$ cat src/rtl/fft_peak_tracker.sv
// Per-frame peak magnitude and bin tracker for the 730 nm and 850 nm FFT bin windows.
// Optional feature macro PEAK_MAG_SQUARED_EN: squared magnitude metric, one extra pipeline stage.

module fft_peak_tracker #(
  parameter int ADC_DATLEN    = 12,
  parameter int FFT_VLEN      = 16,
  parameter int FFT_VLEN_LOG2 = 4,
  parameter int LO730         = 1,
  parameter int HI730         = 3,
  parameter int LO850         = 5,
  parameter int HI850         = 7
) (
  input  logic                     clk,
  input  logic                     reset_n,
  input  logic [2*ADC_DATLEN-1:0]  fft_x,
  input  logic                     fft_nd,
  input  logic                     fft_ovf,
  output logic [ADC_DATLEN-1:0]    max730,
  output logic [ADC_DATLEN-1:0]    max850,
  output logic [FFT_VLEN_LOG2-1:0] bin730,
  output logic [FFT_VLEN_LOG2-1:0] bin850,
  output logic                     valid,
  output logic                     frame_err
);

  localparam int W      = ADC_DATLEN;
  localparam int BW     = FFT_VLEN_LOG2;
  localparam int LAST_I = FFT_VLEN - 1;
  localparam logic [BW-1:0] LAST_BIN = LAST_I[BW-1:0];
  localparam logic [W-1:0]  MAG_SAT  = {W{1'b1}};

  logic [BW-1:0]  bin_q, bin_d;
  logic           cap_v_q;
  logic [2*W-1:0] cap_x_q;
  logic [BW-1:0]  cap_bin_q;
  logic           cap_last_q;

  logic           mag_v_q;
  logic [W-1:0]   mag_q;
  logic [BW-1:0]  mag_bin_q;
  logic           mag_last_q;

  logic [W-1:0]   mag_d;
  logic           pre_v;
  logic [BW-1:0]  pre_bin;
  logic           pre_last;
  logic           pipe_busy;

  logic           publish;
  logic           in_progress;
  logic           err_pub;
  logic           err_acc_q, err_acc_d;
  logic           valid_q, frame_err_q;

  logic [W-1:0]   out_max [2];
  logic [BW-1:0]  out_bin [2];

  always_comb begin
    bin_d = bin_q;
    if (fft_nd) begin
      bin_d = (bin_q == LAST_BIN) ? '0 : bin_q + 1'b1;
    end
  end

  always_ff @(posedge clk) begin
    if (!reset_n) begin
      bin_q   <= '0;
      cap_v_q <= 1'b0;
    end else begin
      bin_q   <= bin_d;
      cap_v_q <= fft_nd;
    end
  end

  // fft_x packs {imag, real}: imaginary occupies the first (most significant) half.
  always_ff @(posedge clk) begin
    if (fft_nd) begin
      cap_x_q    <= fft_x;
      cap_bin_q  <= bin_q;
      cap_last_q <= (bin_q == LAST_BIN);
    end
  end

`ifdef PEAK_MAG_SQUARED_EN
  logic signed [2*W-1:0] re_w, im_w;
  logic                  prod_v_q;
  logic [2*W-1:0]        sq_re_q, sq_im_q, sq_sum, sq_shift;
  logic [BW-1:0]         prod_bin_q;
  logic                  prod_last_q;

  assign re_w = {{W{cap_x_q[W-1]}}, cap_x_q[W-1:0]};
  assign im_w = {{W{cap_x_q[2*W-1]}}, cap_x_q[2*W-1:W]};

  always_ff @(posedge clk) begin
    if (!reset_n) begin
      prod_v_q <= 1'b0;
    end else begin
      prod_v_q <= cap_v_q;
    end
  end

  always_ff @(posedge clk) begin
    if (cap_v_q) begin
      sq_re_q     <= re_w * re_w;
      sq_im_q     <= im_w * im_w;
      prod_bin_q  <= cap_bin_q;
      prod_last_q <= cap_last_q;
    end
  end

  // Sum of squares never exceeds 2^(2W-1), so 2W bits hold it without wrap.
  assign sq_sum    = sq_re_q + sq_im_q;
  assign sq_shift  = sq_sum >> (W - 1);
  assign mag_d     = (|sq_shift[2*W-1:W]) ? MAG_SAT : sq_shift[W-1:0];
  assign pre_v     = prod_v_q;
  assign pre_bin   = prod_bin_q;
  assign pre_last  = prod_last_q;
  assign pipe_busy = cap_v_q | prod_v_q | mag_v_q;
`else
  logic [W:0] re_ext, im_ext, re_abs, im_abs, abs_sum;

  // One extra bit keeps |-2^(W-1)| exact before saturation.
  assign re_ext    = {cap_x_q[W-1], cap_x_q[W-1:0]};
  assign im_ext    = {cap_x_q[2*W-1], cap_x_q[2*W-1:W]};
  assign re_abs    = re_ext[W] ? -re_ext : re_ext;
  assign im_abs    = im_ext[W] ? -im_ext : im_ext;
  assign abs_sum   = re_abs + im_abs;
  assign mag_d     = abs_sum[W] ? MAG_SAT : abs_sum[W-1:0];
  assign pre_v     = cap_v_q;
  assign pre_bin   = cap_bin_q;
  assign pre_last  = cap_last_q;
  assign pipe_busy = cap_v_q | mag_v_q;
`endif

  always_ff @(posedge clk) begin
    if (!reset_n) begin
      mag_v_q <= 1'b0;
    end else begin
      mag_v_q <= pre_v;
    end
  end

  always_ff @(posedge clk) begin
    if (pre_v) begin
      mag_q      <= mag_d;
      mag_bin_q  <= pre_bin;
      mag_last_q <= pre_last;
    end
  end

  // A frame is live from its first accepted bin until its last bin leaves the pipeline.
  assign publish     = mag_v_q & mag_last_q;
  assign in_progress = fft_nd | (bin_q != '0) | pipe_busy;
  assign err_pub     = err_acc_q | fft_ovf;

  always_comb begin
    err_acc_d = err_acc_q;
    if (publish) begin
      err_acc_d = 1'b0;
    end else if (fft_ovf && in_progress) begin
      err_acc_d = 1'b1;
    end
  end

  always_ff @(posedge clk) begin
    if (!reset_n) begin
      err_acc_q   <= 1'b0;
      valid_q     <= 1'b0;
      frame_err_q <= 1'b0;
    end else begin
      err_acc_q   <= err_acc_d;
      valid_q     <= publish;
      frame_err_q <= publish & err_pub;
    end
  end

  for (genvar gi = 0; gi < 2; gi++) begin : g_win
    localparam int LO_I = (gi == 0) ? LO730 : LO850;
    localparam int HI_I = (gi == 0) ? HI730 : HI850;
    localparam logic [BW-1:0] LO_B = LO_I[BW-1:0];
    localparam logic [BW-1:0] HI_B = HI_I[BW-1:0];

    logic          hit;
    logic [W-1:0]  run_max_q, run_max_d, out_max_q;
    logic [BW-1:0] run_bin_q, run_bin_d, out_bin_q;

    // Strict compare: on a tie the earlier (lower) bin is kept.
    always_comb begin
      hit       = mag_v_q && (mag_bin_q >= LO_B) && (mag_bin_q <= HI_B) && (mag_q > run_max_q);
      run_max_d = hit ? mag_q : run_max_q;
      run_bin_d = hit ? mag_bin_q : run_bin_q;
    end

    always_ff @(posedge clk) begin
      if (!reset_n) begin
        run_max_q <= '0;
        run_bin_q <= LO_B;
        out_max_q <= '0;
        out_bin_q <= '0;
      end else if (publish) begin
        run_max_q <= '0;
        run_bin_q <= LO_B;
        if (!err_pub) begin
          out_max_q <= run_max_d;
          out_bin_q <= run_bin_d;
        end
      end else begin
        run_max_q <= run_max_d;
        run_bin_q <= run_bin_d;
      end
    end

    assign out_max[gi] = out_max_q;
    assign out_bin[gi] = out_bin_q;
  end

  assign max730    = out_max[0];
  assign bin730    = out_bin[0];
  assign max850    = out_max[1];
  assign bin850    = out_bin[1];
  assign valid     = valid_q;
  assign frame_err = frame_err_q;

endmodule

$ cat config.mk
export PLATFORM = sky130hd
export DESIGN_NAME = fft_peak_tracker
export DESIGN_NICKNAME = d
export VERILOG_FILES = /design/src/rtl/fft_peak_tracker.sv
export SDC_FILE = /design/constraint.sdc
export NUM_CORES = 1
export LEC_CHECK = 0
export ABC_AREA = 0
export CORE_MARGIN = 1
export CORE_UTILIZATION = 33
export CTS_BUF_LIST = sky130_fd_sc_hd__clkbuf_16
export DETAILED_ROUTE_END_ITERATION = 8
export PLACE_DENSITY_LB_ADDON = 0.15
export SYNTH_ARGS = -nofsm -noshare
export SYNTH_HDL_FRONTEND = slang
export SYNTH_SLANG_ARGS = --single-unit
$ cat constraint.sdc
create_clock -name clk -period 5.25 [get_ports clk]
set_clock_uncertainty 0.15 [all_clocks]
set_input_delay 0.7875 -clock clk [delete_from_list [all_inputs] [get_ports clk]]
set_output_delay 0.7875 -clock clk [all_outputs]
set_load 0.05 [all_outputs]
# Word level (Yosys, flattened, before mapping)
# Index checks and enable logic that the tools add are counted.
# word_totals
out_inout_bits	34
regBits	119
elab_cells	56
inputBits	28
# classes
n_mux	7
eq_ne	1
order_cmp	6
reduce_logical	10
addsub	4
n_bitwise	8
# ops
op	n
$mux 13	2
$neg 13->13	2
$gt 12x12->1	2
$mux 12	2
$add 13x13->13	1
$mux 4	3
$logic_and 1x1->1	7
$add 4x1->4 const B	1
$eq 4x4->1 const B	1
$ge 4x1->1 const B	1
$ge 4x3->1 const B	1
$le 4x2->1 const B	1
$le 4x3->1 const B	1
$or 1x1->1	4
$reduce_bool 4->1	1
$and 1x1->1	2
$not 1->1	2
$reduce_and 2->1	1
$reduce_or 2->1	1

# Depth between registers and ports, before layout
# logic_depth
depth_word	5
depth_mapped	12
mapped_depth_nobuf	12

# Worst setup path after synthesis
# No wires, ideal clock.
# synth_timing
path_kind	register to register
from	register cap_x_q[0]
to	register mag_q[6] (data pin)
slack_ns	2.324
period_less_slack_ns	2.926
required_time_ns	4.821
path_stages_with_launch	10
setup_time_ns	0.279
n_path_buf	1
arrival_ns	2.497
path_cell_list	edfxtp_1 -> or3_1 -> o31ai_1 -> xnor2_1 -> ha_1 -> nor4_1 -> a211oi_1 -> o21ai_0 -> clkbuf_1 -> o211ai_1
# synth_via
elab_chain_cells	3
# synth_rtl
item	line	rtl
start: declaration	34	logic [2*W-1:0] cap_x_q;
start signal: assignment	78	cap_x_q <= fft_x;
$neg 13->13	125	assign re_abs = re_ext[W] ? -re_ext : re_ext;
$mux 13 *	125	
$add 13x13->13 *	127	assign abs_sum = re_abs + im_abs;
end signal: assignment	145	mag_q <= mag_d;
end: declaration	39	logic [W-1:0] mag_q;
# Every way passes the cells marked *; elsewhere a longest branch is shown, timed or not.
# A chain may end at the register's enable or synchronous reset.

# Worst setup path after layout
# layout_timing
from	register cap_x_q[14]
to	register mag_q[6] (data pin)
# layout_via
elab_chain_cells	3
# layout_rtl
item	line	rtl
$neg 13->13	126	assign im_abs = im_ext[W] ? -im_ext : im_ext;
$mux 13 *	126	
$add 13x13->13 *	127	
# Marks and branches as above.

==> metrics.md <==
| Metric | Value |
|---|---|
| DR vias | `4,480` |
| Global Route met2 Usage | `between 20 and 30%` |
| Commonest cells post-synth | `dfxtp_1 (73), nand2_1 (63), inv_1 (48), o21ai_0 (47), edfxtp_1 (46)` |
| Number of synthesized flops with an enable pin | `between 40 and 50` |
| Largest net degree at the start of global routing | `45` |
| Ys async rst share | `0%` |
| Syn Inst Count | `589` |
| WP data arrival | `approximately 3800 ps` |
| Met3 usage | `4.92%` |
| DIE AREA | `0.0186 mm^2` |
| Worst-Skew Late Latency | `410 ps` |
| Number of synthesized register bits | `119` |
| RSZ-0062 raised after global routing | `false` |
| Total negative slack | `0 ps` |
| Rel. slew slack | `24.7%` |
| Gr busiest metal | `met2` |
| Final WS setup | `1430 ps` |
| HPWL Detailed | `9.85 mm` |
| WHS | `roughly 260 ps` |
| Period minus WS final | `3820 ps` |
| Measured slew at the worst slew-check pin | `1120 ps` |
| Worst endpoint required time | `5200 ps` |
| Slew Limit Fails | `0` |
| Dpl ws | `1470 ps` |
| Hold crit path type | `reg -> reg` |
| Top Ports | `62` |
| Met1 global-route usage | `19.9%` |
| VDD IR max | `0.244 mV` |
| Layout area overhead | `23.5%` |
| Antenna-violating nets left | `0` |
| Nets | `approximately 720` |
| Clock transition at the registers of the reported paths | `50 ps` |
| Final Routed Wirelength | `13.8 mm` |
| Endpoint class of the critical path | `flip-flop` |
| Die width | `about 140 um` |
| DRT iter0 DRCs | `251` |
| Synth top area share | `24.5%` |
| Max FO, Critical Path | `11` |
| Avg Inst Size Synth | `10.1 um^2` |
| Post-synth top flop | `dfxtp_1` |
| DRC viols | `0` |
| Num CTS Buffers | `17` |
| P_leak | `2.84 nW` |
| Die boundary height | `between 100 and 150 um` |
| Post-cts resize count | `0` |
| Max-cap viol count | `0` |
| # hold bufs at CTS | `0` |
| Tcrit/Tclk final | `72.7%` |
| Antenna violations before repair | `0` |
| Starting Density | `34.1%` |
| Gr usage total | `between 10% and 20%` |
| Distinct cells, synth | `57` |
| Drt wl/cell | `15.5 um` |
| CTS H-tree depth | `4` |
| Setup CP Type | `reg -> reg` |
| Status | `completed` |
| Root Driver | `clkbuf_16` |
| Mapped cell area | `0.00596 mm^2` |
| Final hold vios | `0` |
| CP Launch Type | `flip-flop` |
| Most common cell in the netlist | `dfxtp_1` |
| DR vias/cell | `between 5 and 6` |
| Core area | `0.0175 mm^2` |
| Antenna diodes | `0` |
| Grt ovf | `0` |
| Syn. warnings | `0` |
| # port buffers | `61` |
| Sequential area share after synthesis | `47.7%` |
| Cell taking the most area after synthesis | `dfxtp_1` |
| Non-Filler Instances | `892` |
| Number of global-route vias before repair | `about 4,500` |
| Placed insts | `between 800 and 900` |
| CTS tree | `done` |
| Area contributors post-synth | `dfxtp_1 (25%), edfxtp_1 (23%), ha_1 (8.4%)` |
| Setup Fix Bufs, Post-CTS | `0` |
| Router iterations before antenna repair | `5` |
| PwrDens | `351 mW/mm^2` |
| First-pass GRT wire length | `23.2 mm` |
| CTS sink count | `119` |
| Share of layout cells above drive strength 1 | `roughly 8%` |
| Max Clk Rate | `262 MHz` |
| Clock buffer depth | `2` |
| GPL Wtd Cong | `slightly below 0.8` |
| # setup viols final | `0` |
| Row cnt | `between 40 and 50` |
| Synthesized net count | `658` |
## layer usage
metal | share of wire, % | wire [um] | vias up
li1 | - | - | 2299
met1 | 47 | 6530 | 2102
met2 | 49 | 6810 | 72
met5 | 0 | 0 | -
met4 | 0.65 | 90 | 0
met3 | 2.8 | 392 | 7
## power breakdown
part | total [mW] | switching, mW | internal (mW)
sequential | 1.08 | 0.0531 | 1.03
combinational | 0.449 | 0.250 | 0.199
clock | 1.06 | 0.398 | 0.663
## cell type report
class                           instances  area (um^2)
Sequential cell                       119         2840
Fill cell                            1645        10100
Clock inverter                         14         91.3
Clock buffer                           18          450
Inverter                               49          184
Timing Repair Buffer                   68          663
Tap cell                              225          282
Multi-Input combinational cell        399         2860
## worst paths after layout
kind / start / to / slack [ps] / cells after the start
max reg2reg: cap_x_q[14]$_DFFE_PP_ / mag_q[6]$_SDFFCE_PP1P_ / 1430 / 9
min: cap_last_q$_DFFE_PP_ / mag_last_q$_DFFE_PP_ / 260 / 0
min reg2reg: cap_last_q$_DFFE_PP_ / mag_last_q$_DFFE_PP_ / 260 / 0
max: cap_x_q[14]$_DFFE_PP_ / mag_q[6]$_SDFFCE_PP1P_ / 1430 / 9
## per-stage QoR
stage	total power, mW	instance area (um^2)	utilization, %
detailed placement	1.55	6830	39.1
finish	2.59	7370	42.2
CTS	2.62	7370	42.2
global placement	1.54	6830	39.1
floorplan	1.41	5960	-
global route	2.74	7370	42.2
## worst max-delay path, stage by stage, from the launching register on
cell and delay (ps):
edfxtp_1 450, nor3_1 400, nand2_1 170, o31ai_1 310
xnor2_1 110, ha_1 250, nor4_1 430, a211oi_1 160
o21ai_0 900, o211ai_1 170
## placed cells by master (no fill, tap or decap), types with 3 or more instances in the layout
| cell | instances |
|---|---|
| dfxtp_1 | 73 |
| nand2_1 | 63 |
| clkdlybuf4s50_1 | 61 |
| inv_1 | 52 |
| o21ai_0 | 47 |
| edfxtp_1 | 46 |
| ha_1 | 40 |
| nor2_1 | 32 |
| mux2i_1 | 32 |
| a221oi_1 | 20 |
| a21oi_1 | 18 |
| clkbuf_16 | 18 |
| xnor2_1 | 17 |
| nand3_1 | 15 |
| a221oi_2 | 9 |
| nor4_1 | 8 |
| clkinv_2 | 8 |
| nor3_1 | 7 |
| buf_4 | 7 |
| nand2b_1 | 6 |
| o31ai_1 | 6 |
| and3_1 | 6 |
| nand4_1 | 6 |
| xor2_1 | 5 |
| a21o_1 | 5 |
| o211ai_1 | 4 |
| or3_1 | 3 |
| o41ai_1 | 3 |
| a31oi_1 | 3 |
| a211oi_1 | 3 |
| o21bai_1 | 3 |
| and2_1 | 3 |
## logic make-up after synthesis
group | Yosys count | synth area share, %
adders and majority gates | 41 | 8.73
buffers and inverters | 71 | 4.80
AOI/OAI and AO/OA | 138 | 16.6
DFF | 119 | 47.7
and+or+nand+nor | 166 | 13.6
xor gates and xnor gates | 22 | 3.23
muxes | 32 | 5.37
## registers in the layout, indices dropped and copies added, names as in the netlist
signal           count
bin730               4
bin850               4
bin_q                4
cap_bin_q            4
cap_last_q           1
cap_v_q              1
cap_x_q             24
err_acc_q            1
frame_err            1
g_win.run_bin_q      8
g_win.run_max_q     24
mag_bin_q            4
mag_last_q           1
mag_q               12
mag_v_q              1
max730              12
max850              12
valid                1
Power figures use the tool's default switching activity.
==> RTL edit: new RTL, config.mk and constraints unchanged <==
The parameter `ADC_DATLEN` goes from 12 to 11.
--- a/src/rtl/fft_peak_tracker.sv
+++ b/src/rtl/fft_peak_tracker.sv
@@ -3,5 +3,5 @@
 
 module fft_peak_tracker #(
-  parameter int ADC_DATLEN    = 12,
+  parameter int ADC_DATLEN    = 11,
   parameter int FFT_VLEN      = 16,
   parameter int FFT_VLEN_LOG2 = 4,
Interface: changed (resized fft_x, max730 and max850); port bits go from 62 to 58. No check against the original RTL was run, so the function may have changed too.
==> RTL edit against the original RTL <==
Setup slack improved by 0.47 ns; area after synthesis fell by 15%; count of clock-buffer cells in the layout fell by 9; total power fell by 23%; first-iteration DRC count fell by 25%; sequential cell count fell by 7; routed wire length fell by 32%; design area fell by 17%; critical endpoint is now mag_q[2]$_SDFFCE_PP1P_; largest power group unchanged.
==> RTL edit: results (changes against the original RTL) <==
* Nets at 603 (was 723)
* 1st-iter DRT viols at 189 (was 251)
* Status: finished, final reports clean (unchanged)
* Met1 usage at 15.6% (was 19.9%)
* PortBufs at 57 (was 61)
* EDFF count, synth at 43 (was 46)
* Dpl cell area at 0.00586 mm² (was 0.00683 mm²)
* Routing usage on met3 at 4.12% (was 4.92%)
* Synth Register Bits at 112 (was 119)
* Largest net degree at the start of global routing at 57 (was 45)
* Post-Syn Nets at 547 (was 658)
* Inst Count DP at 716 (was 860)
* Clk tree area frac at 4.37% (was 7.35%)
* Non-clk bufs at 62 (was 68)
* Routability cong. at 0.766 (was 0.795)
* Fmax achieved at 299 MHz (was 262 MHz)
* Synthesized area per cell at 10.5 µm² (was 10.1 µm²)
* Clock Path Buffers at 2 (unchanged)
* Post-synthesis sequential area ratio at 52.5% (was 47.7%)
* Clock Latency Late Sink at 0.35 ns (was 0.41 ns)
* Netlist cell types at 44 (was 57)
* Via density at 4.76 (was 5.02)
* Count of multi-input gates at 325 (was 399)
* CP max FO at 9 (was 11)
* CP max stage cell: edfxtp_1 (was o21ai_0)
* Non-Clock Inverter Count at 29 (was 49)
* Post-place setup slack at 1.92 ns (was 1.47 ns)
* Synth area leaders: dfxtp_1 27%, edfxtp_1 25%, ha_1 9.1% (was dfxtp_1 25%, edfxtp_1 23%, ha_1 8.4%)
* CTS clk-pin slew, worst paths at 0.07 ns (was 0.05 ns)
* Filler Cell Count at 1,489 (was 1,645)
* Lkg Pwr at 2.35 nW (was 2.84 nW)
* Dpl hpwl at 7.01 mm (was 9.85 mm)
* Seq area share at 43.6% (was 38.6%)
* Area of the core at 0.0151 mm² (was 0.0175 mm²)
* Clock buffers at 9 (was 18)
* Met2 Usage GRT at 21.4% (was 27.8%)
* Gr usage total at 12.9% (was 16.4%)
* Met2 wire len at 4.47 mm (was 6.81 mm)
* First-pass GRT wire length at 16.2 mm (was 23.2 mm)
* Multi-input combinational area share at 36.5% (was 38.8%)
* Slew @ Worst Pin at 0.862 ns (was 1.12 ns)
* Post-detailed-route wirelength per cell at 12.8 µm (was 15.5 µm)
* CP Data Arrival Time at 3.28 ns (was 3.76 ns)
* CP max stage delay at 0.44 ns (was 0.90 ns)
* Vias at 3,478 (was 4,480)
* Met3 wire len at 338 µm (was 392 µm)
* Top flop regs: cap_x_q (22), g_win.run_max_q (22) (was cap_x_q (24), g_win.run_max_q (24))
==> RTL edit: cell types whose count changed after synthesis, sizes merged, moves of 5 or more <==
cell	before	now
nor3	9	4
nand3	15	4
and2	3	8
o21ai	48	38
nand2	63	37
a21oi	20	43
inv	48	29
nor4	9	1
a221oi	29	0
==> RTL edit: kinds of logic (layout without fill, tap and decap cells) <==
logic type	count (synthesis)	after routing	synth area share [%]
xor+xnor	23	23	3.96
fa+ha+maj	38	38	9.48
simple gates	126	126	12.2
compound gates	110	110	12.7
buf+inv	46	106	3.69
mux	28	28	5.50
flops	112	112	52.5
==> RTL edit: metrics by stage <==
stage / hold slack [ns] / util [%]
after CTS: 0.271 / 40.5
after detailed placement: 0.255 / 38.7
final: 0.271 / 40.5
after global placement: 0.256 / 38.7
after floorplan: 0.250 / -
after global routing: 0.277 / 40.5
==> RTL edit: critical path, delay by kind of cell, from the launching register on <==
| kind | cells | cell delay [ns] |
|---|---|---|
| DFF | 1 | 0.44 |
| adders and majority gates | 2 | 0.52 |
| buffers and inverters | 1 | 0.09 |
| AOI/OAI and AO/OA | 6 | 1.32 |
| and+or+nand+nor | 3 | 0.49 |
| xor gates and xnor gates | 1 | 0.07 |
==> RTL edit: worst paths after layout <==
kind / start / end
hold / removal: cap_bin_q[2]$_DFFE_PP_ / mag_bin_q[2]$_DFFE_PP_
setup reg to reg: cap_x_q[0]$_DFFE_PP_ / mag_q[2]$_SDFFCE_PP1P_
setup / recovery: cap_x_q[0]$_DFFE_PP_ / mag_q[2]$_SDFFCE_PP1P_
hold reg to reg: cap_bin_q[2]$_DFFE_PP_ / mag_bin_q[2]$_DFFE_PP_
==> RTL edit: report_power, final <==
part / switching (mW) / internal, mW
clock network: 0.293 / 0.338
logic: 0.185 / 0.168
registers: 0.0490 / 0.963
total: 0.527 / 1.47
